## config.mk

```make
export PLATFORM = sky130hd
export DESIGN_NAME = perceptron_train_sequencer
export DESIGN_NICKNAME = d
export VERILOG_FILES = /design/src/rtl/perceptron_train_sequencer.sv
export SDC_FILE = /design/constraint.sdc
export NUM_CORES = 1
export LEC_CHECK = 0
export BUFFER_PORTS_ARGS = -buffer_cell sky130_fd_sc_hd__buf_4
export CORE_ASPECT_RATIO = 1.25
export CORE_MARGIN = 2
export CORE_UTILIZATION = 35
export DETAILED_ROUTE_END_ITERATION = 10
export PLACE_DENSITY = 0.57
export SKIP_LAST_GASP = 1
export SLEW_MARGIN = 40
export SYNTH_ARGS = -nofsm -noshare
export SYNTH_HDL_FRONTEND = slang
export SYNTH_SLANG_ARGS = --single-unit
```

## constraint.sdc

```tcl
create_clock -name clk_i -period 3.8 [get_ports clk_i]
set_input_delay 0.19 -clock clk_i [delete_from_list [all_inputs] [get_ports clk_i]]
set_output_delay 0.19 -clock clk_i [all_outputs]
set_load 0.02 [all_outputs]
```

## src/rtl/perceptron_train_sequencer.sv

```systemverilog
// Training-set store and epoch sequencer that feeds a standalone perceptron stage.
// Define PERCEPTRON_SEQ_EARLY_STOP_EN to end training on the first zero-error epoch.
module perceptron_train_sequencer #(
  parameter int INPUT_UNITS = 2,
  parameter int DEPTH       = 4,
  parameter int MAX_EPOCHS  = 64,
  parameter int SFP_W       = 16
) (
  input  logic                                  clk_i,
  input  logic                                  rst_ni,
  input  logic                                  load_valid_i,
  output logic                                  load_ready_o,
  input  logic [INPUT_UNITS-1:0][SFP_W-1:0]     load_values_i,
  input  logic [SFP_W-1:0]                      load_expected_i,
  input  logic                                  clear_i,
  input  logic                                  start_i,
  input  logic [SFP_W-1:0]                      lr_in_i,
  output logic [INPUT_UNITS-1:0][SFP_W-1:0]     values_o,
  output logic [SFP_W-1:0]                      expected_o,
  output logic [SFP_W-1:0]                      learning_rate_o,
  output logic                                  training_o,
  input  logic [SFP_W-1:0]                      prediction_i,
  output logic                                  busy_o,
  output logic                                  done_o,
  output logic                                  converged_o,
  output logic [$clog2(MAX_EPOCHS+1)-1:0]       epoch_count_o,
  output logic [$clog2(DEPTH+1)-1:0]            error_count_o
);

  localparam int EW = $clog2(MAX_EPOCHS + 1);
  localparam int CW = $clog2(DEPTH + 1);
  localparam int IW = (DEPTH > 1) ? $clog2(DEPTH) : 1;

  localparam logic [1:0] S_IDLE  = 2'd0;
  localparam logic [1:0] S_TRAIN = 2'd1;
  localparam logic [1:0] S_CHECK = 2'd2;
  localparam logic [1:0] S_DONE  = 2'd3;

  localparam logic [CW-1:0] DEPTH_C = CW'(DEPTH);
  localparam logic [EW-1:0] EP_MAX  = EW'(MAX_EPOCHS);

  logic [1:0]       state_q, state_d;
  logic [CW-1:0]    count_q, count_d;
  logic [IW-1:0]    idx_q, idx_d;
  logic [CW-1:0]    errs_q, errs_d;
  logic [EW-1:0]    epoch_q, epoch_d;
  logic [CW-1:0]    errcnt_q, errcnt_d;
  logic             conv_q, conv_d;
  logic [SFP_W-1:0] lr_q, lr_d;

  logic [INPUT_UNITS-1:0][SFP_W-1:0] store_vals_q [DEPTH];
  logic [SFP_W-1:0]                  store_exp_q  [DEPTH];

  logic          idle_like;
  logic          clear_ok;
  logic          load_fire;
  logic          start_ok;
  logic          last_idx;
  logic          miss;
  logic          early_exit;
  logic [CW-1:0] errs_inc;
  logic [EW-1:0] epoch_next;

  assign idle_like    = (state_q == S_IDLE) || (state_q == S_DONE);
  assign load_ready_o = idle_like && (count_q < DEPTH_C);
  assign load_fire    = load_valid_i && load_ready_o;
  // Clearing mid-epoch would pull the sample count out from under idx, so it waits for IDLE/DONE.
  assign clear_ok     = clear_i && idle_like;
  assign start_ok     = idle_like && start_i && (count_q != '0) && !load_fire && !clear_ok;

  assign values_o        = store_vals_q[idx_q];
  assign expected_o      = store_exp_q[idx_q];
  assign learning_rate_o = lr_q;
  assign training_o      = (state_q == S_TRAIN);
  assign busy_o          = (state_q == S_TRAIN) || (state_q == S_CHECK);
  assign done_o          = (state_q == S_DONE);
  assign converged_o     = conv_q;
  assign epoch_count_o   = epoch_q;
  assign error_count_o   = errcnt_q;

  assign last_idx   = (CW'(idx_q) == (count_q - CW'(1)));
  assign miss       = (prediction_i != store_exp_q[idx_q]);
  assign errs_inc   = (miss && (errs_q != DEPTH_C)) ? (errs_q + CW'(1)) : errs_q;
  assign epoch_next = epoch_q + EW'(1);

`ifdef PERCEPTRON_SEQ_EARLY_STOP_EN
  assign early_exit = (errs_q == '0);
`else
  assign early_exit = 1'b0;
`endif

  always_comb begin
    state_d  = state_q;
    count_d  = count_q;
    idx_d    = idx_q;
    errs_d   = errs_q;
    epoch_d  = epoch_q;
    errcnt_d = errcnt_q;
    conv_d   = conv_q;
    lr_d     = lr_q;

    if (clear_ok) begin
      count_d = '0;
    end else if (load_fire) begin
      count_d = count_q + CW'(1);
    end

    case (state_q)
      S_IDLE, S_DONE: begin
        if (start_ok) begin
          lr_d    = lr_in_i;
          idx_d   = '0;
          errs_d  = '0;
          epoch_d = '0;
          conv_d  = 1'b0;
          state_d = S_TRAIN;
        end
      end
      S_TRAIN: begin
        errs_d = errs_inc;
        if (last_idx) begin
          state_d = S_CHECK;
        end else begin
          idx_d = idx_q + IW'(1);
        end
      end
      S_CHECK: begin
        errcnt_d = errs_q;
        epoch_d  = epoch_next;
        conv_d   = (errs_q == '0);
        if ((epoch_next == EP_MAX) || early_exit) begin
          state_d = S_DONE;
        end else begin
          idx_d   = '0;
          errs_d  = '0;
          state_d = S_TRAIN;
        end
      end
      default: state_d = S_IDLE;
    endcase
  end

  always_ff @(posedge clk_i or negedge rst_ni) begin
    if (!rst_ni) begin
      state_q  <= S_IDLE;
      count_q  <= '0;
      idx_q    <= '0;
      errs_q   <= '0;
      epoch_q  <= '0;
      errcnt_q <= '0;
      conv_q   <= 1'b0;
      lr_q     <= '0;
    end else begin
      state_q  <= state_d;
      count_q  <= count_d;
      idx_q    <= idx_d;
      errs_q   <= errs_d;
      epoch_q  <= epoch_d;
      errcnt_q <= errcnt_d;
      conv_q   <= conv_d;
      lr_q     <= lr_d;
    end
  end

  // Sample store; a simultaneous clear discards the incoming sample.
  always_ff @(posedge clk_i or negedge rst_ni) begin
    if (!rst_ni) begin
      for (int i = 0; i < DEPTH; i++) begin
        store_vals_q[i] <= '0;
        store_exp_q[i]  <= '0;
      end
    end else if (load_fire && !clear_ok) begin
      store_vals_q[IW'(count_q)] <= load_values_i;
      store_exp_q[IW'(count_q)]  <= load_expected_i;
    end
  end

endmodule

```

==> results.py <==
metrics = {
    "finish": {
        "final_common_cell": "dfrtp_1",
        "drive_gt1_share_pct": 53.17,
        "final_util_pct": 46.54,
        "multi_input_area_mm2": 0.004392,
        "design_area_mm2": 0.01357,
        "fillers": 2591,
        "insertedDiodeCount": 0,
        "num-nets-final": 995,
        "ff_latch_area_mm2": 0.005736,
        "layout_common_cells": "dfrtp_1 (227), mux2_2 (211), buf_4 (173)",
        "area_growth_pct": 31.19,
    },
    "sta": {
        "drv_slew": 0,
        "hold_viol": 0,
        "setup_ws_ns": 0.9398,
        "layout_worst_path_cycle_share_pct": 75.27,
        "max_slew_margin_pct": 54.02,
        "fmax_mhz": 349.6,
        "worstMarginPinSlew_ns": 0.6897,
        "setup_tns_ns": 0,
        "setup_viol": 0,
        "fin_crit_ns": 2.860,
        "finClkSkew_ns": 0.007331,
        "rsz0062_at_grt": "no",
    },
    "floorplan": {
        "core_area_mm2": 0.02917,
        "die_area_mm2": 0.03096,
        "initial_core_util_pct": 35.48,
        "die_h_um": 196.2,
        "boundaryPins": 164,
        "rows": 70,
        "die_w_um": 157.8,
    },
    "placement": {
        "hpwl_um": 15460,
        "place_congestion": 0.6888,
        "port_buffers": 163,
        "dpl_cell_area_mm2": 0.01209,
        "dpl_worst_slack_ns": 1.103,
    },
    "worst_setup_path": {
        "cp-start-kind": "flip-flop",
        "r2r_cells": 6,
        "r2r_slack_ns": 1.15,
        "r2r-start": "idx_q[0]$_DFFE_PN0P_",
        "rr_endpoint": "errs_q[1]$_DFFE_PN0P_",
        "worst_ep_required_time_ns": 3.61,
        "crit_arrival_ns": 2.67,
        "path_class": "flip-flop to output pin",
        "crit_path_end_kind": "output pin",
        "cp_max_fo": 33,
    },
    "clock_tree": {
        "ctsLongestPathBuffers": 3,
        "cts_sinks": 229,
        "cts_resized": 0,
        "htreeDepth": 1,
        "clk_pin_slew_worst_paths_ns": 0.06,
        "cts_root_buf": "clkbuf_16",
        "clk_latency_ns": 0.51,
        "tritoncts": "yes",
        "cts_made_buffers": 25,
    },
    "synth": {
        "syn_avg_cell_area_um2": 15.56,
        "yosys.area_share.simple_pct": 2.563,
        "synth_top_family_by_area": "multiplexers",
        "synth_fp_nets": 763,
        "synthAdderAreaFrac_pct": 1.572,
        "syn-cell-area_mm2": 0.01035,
        "synthCells": 665,
        "synth-xor-area-share_pct": 1.765,
        "synth_mux_area_share_pct": 33.72,
        "synth-seq-cells": 229,
        "async_flop_share_pct": 100.0,
        "synth_edf_count": 0,
        "ys_seq_area_share_pct": 55.38,
        "yosysWarnings": 0,
        "synth-compound-area-share_pct": 2.721,
        "yosysUniqueCellTypes": 45,
        "synth-main-ff-cell": "dfrtp_1",
    },
    "route": {
        "dr.pass1.iters": 4,
        "drc": 0,
        "wl_um": 24340,
        "via_count": 6442,
        "wl_per_cell_um": 18.58,
        "first_iter_violations": 168,
        "postRouteAntennaNets": 0,
        "avgViaCountPerCell": 4.918,
    },
    "run": {
        "drv_cap": 0,
    },
    "global_route": {
        "grtUsageTotal_pct": 15.84,
        "antenna_found_initial": 0,
        "grt_pass1_wl_um": 38450,
        "grt_max_degree": 63,
        "grt_pass1_vias": 6910,
        "grt_overflow_total": 0,
    },
    "outcome": {
        "status": "complete, no violations",
    },
    "power_and_ir_drop": {
        "ir_drop_mv": 0.3330,
        "p_leak_nw": 6.756,
        "power_density_mw_per_mm2": 385.6,
    },
    "worst_hold_path": {
        "hp-class": "primary input to async pin",
    },
}
-- per-stage QoR --
| step | power, mW | hold WS, ns | instances |
|---|---|---|---|
| after floorplan | 2.622 | -0.1056 | 665 |
| after global placement | 2.804 | 0.3713 | 1198 |
| after detailed placement | 2.814 | -0.01731 | 1200 |
| after CTS | 5.318 | 0.01948 | 1310 |
| after global routing | 5.448 | 0.02062 | 1310 |
| final | 5.234 | 0.04460 | 1310 |
-- critical path: stages, from the launching register on --
cell	delay (ns)
dfrtp_4	0.69
buf_4	0.65
mux4_2	0.62
buf_4	0.18
-- report_power, final --
| group | internal, mW | switching [mW] |
|---|---|---|
| clock | 1.43 | 0.988 |
| combinational | 0.177 | 0.159 |
| sequential | 2.46 | 0.0220 |
| total | 4.06 | 1.17 |
-- routing by layer --
metal	GRT usage [%]	wire length, µm	vias up
met4	3.333	369	0
met2	27.70	12590	126
met5	0	0	-
met1	19.93	10100	3363
met3	3.667	1287	28
li1	-	-	2925
-- registers in the layout, indices dropped and copies added, names as in the netlist --
register         count
state_q              2
store_vals_q       128
idx_q                2
error_count_o        3
count_q              3
errs_q               3
learning_rate_o     16
epoch_count_o        7
converged_o          1
store_exp_q         64
-- cells by family (layout without fill, tap and decap cells) --
group | Yosys count | count (layout)
muxes | 260 | 260
DFF | 229 | 229
buffers and inverters | 54 | 303
and+or+nand+nor | 53 | 53
AOI/OAI and AO/OA | 36 | 36
xor gates and xnor gates | 20 | 20
adders and majority gates | 13 | 13
-- synthesized netlist by cell type (6+ instances only) --
| cell type | n | area share [%] |
|---|---|---|
| mux4_2 | 42 | 9.1 |
| buf_1 | 9 | 0.33 |
| o21ai_0 | 10 | 0.48 |
| ha_1 | 13 | 1.6 |
| clkbuf_1 | 21 | 0.76 |
| nand2_1 | 25 | 0.91 |
| xnor2_1 | 17 | 1.4 |
| dfrtp_1 | 229 | 55 |
| buf_2 | 7 | 0.34 |
| a21oi_1 | 6 | 0.29 |
| mux2_2 | 211 | 23 |
| mux4_1 | 6 | 1.5 |
| inv_1 | 15 | 0.54 |
-- how the worst max path moves through the flow --
stage                                start                            to  slack [ns]  cells after the start
floorplan           state_q[0]$_DFFE_PN0P_  store_vals_q[32]$_DFFE_PN0P_        1.27                      9
global placement      idx_q[0]$_DFFE_PN0P_         errs_q[1]$_DFFE_PN0P_        1.20                      6
detailed placement    idx_q[0]$_DFFE_PN0P_         errs_q[1]$_DFFE_PN0P_        1.10                      6
CTS                   idx_q[0]$_DFFE_PN0P_                  values_o[12]        0.80                      3
global route          idx_q[0]$_DFFE_PN0P_                  values_o[12]        0.74                      3
finish                idx_q[0]$_DFFE_PN0P_                  values_o[12]        0.94                      3
-- area by class of cell --
class	count	share of cell area, %
flip-flops and latches	229	42.25
clock buffers	34	5.447
inverters	15	0.4148
clock inverters	10	0.6360
repair buffers	244	15.25
well taps	396	3.650
multi-input cells	382	32.35
-- what timing repair did --
| action | in CTS | in global routing |
|---|---|---|
| hold buffers | 66 | 0 |
| endpoints found under the hold margin | 273 | 0 |
| setup buffers | 0 | 0 |
No activity file was read; power rests on OpenSTA's default activity.
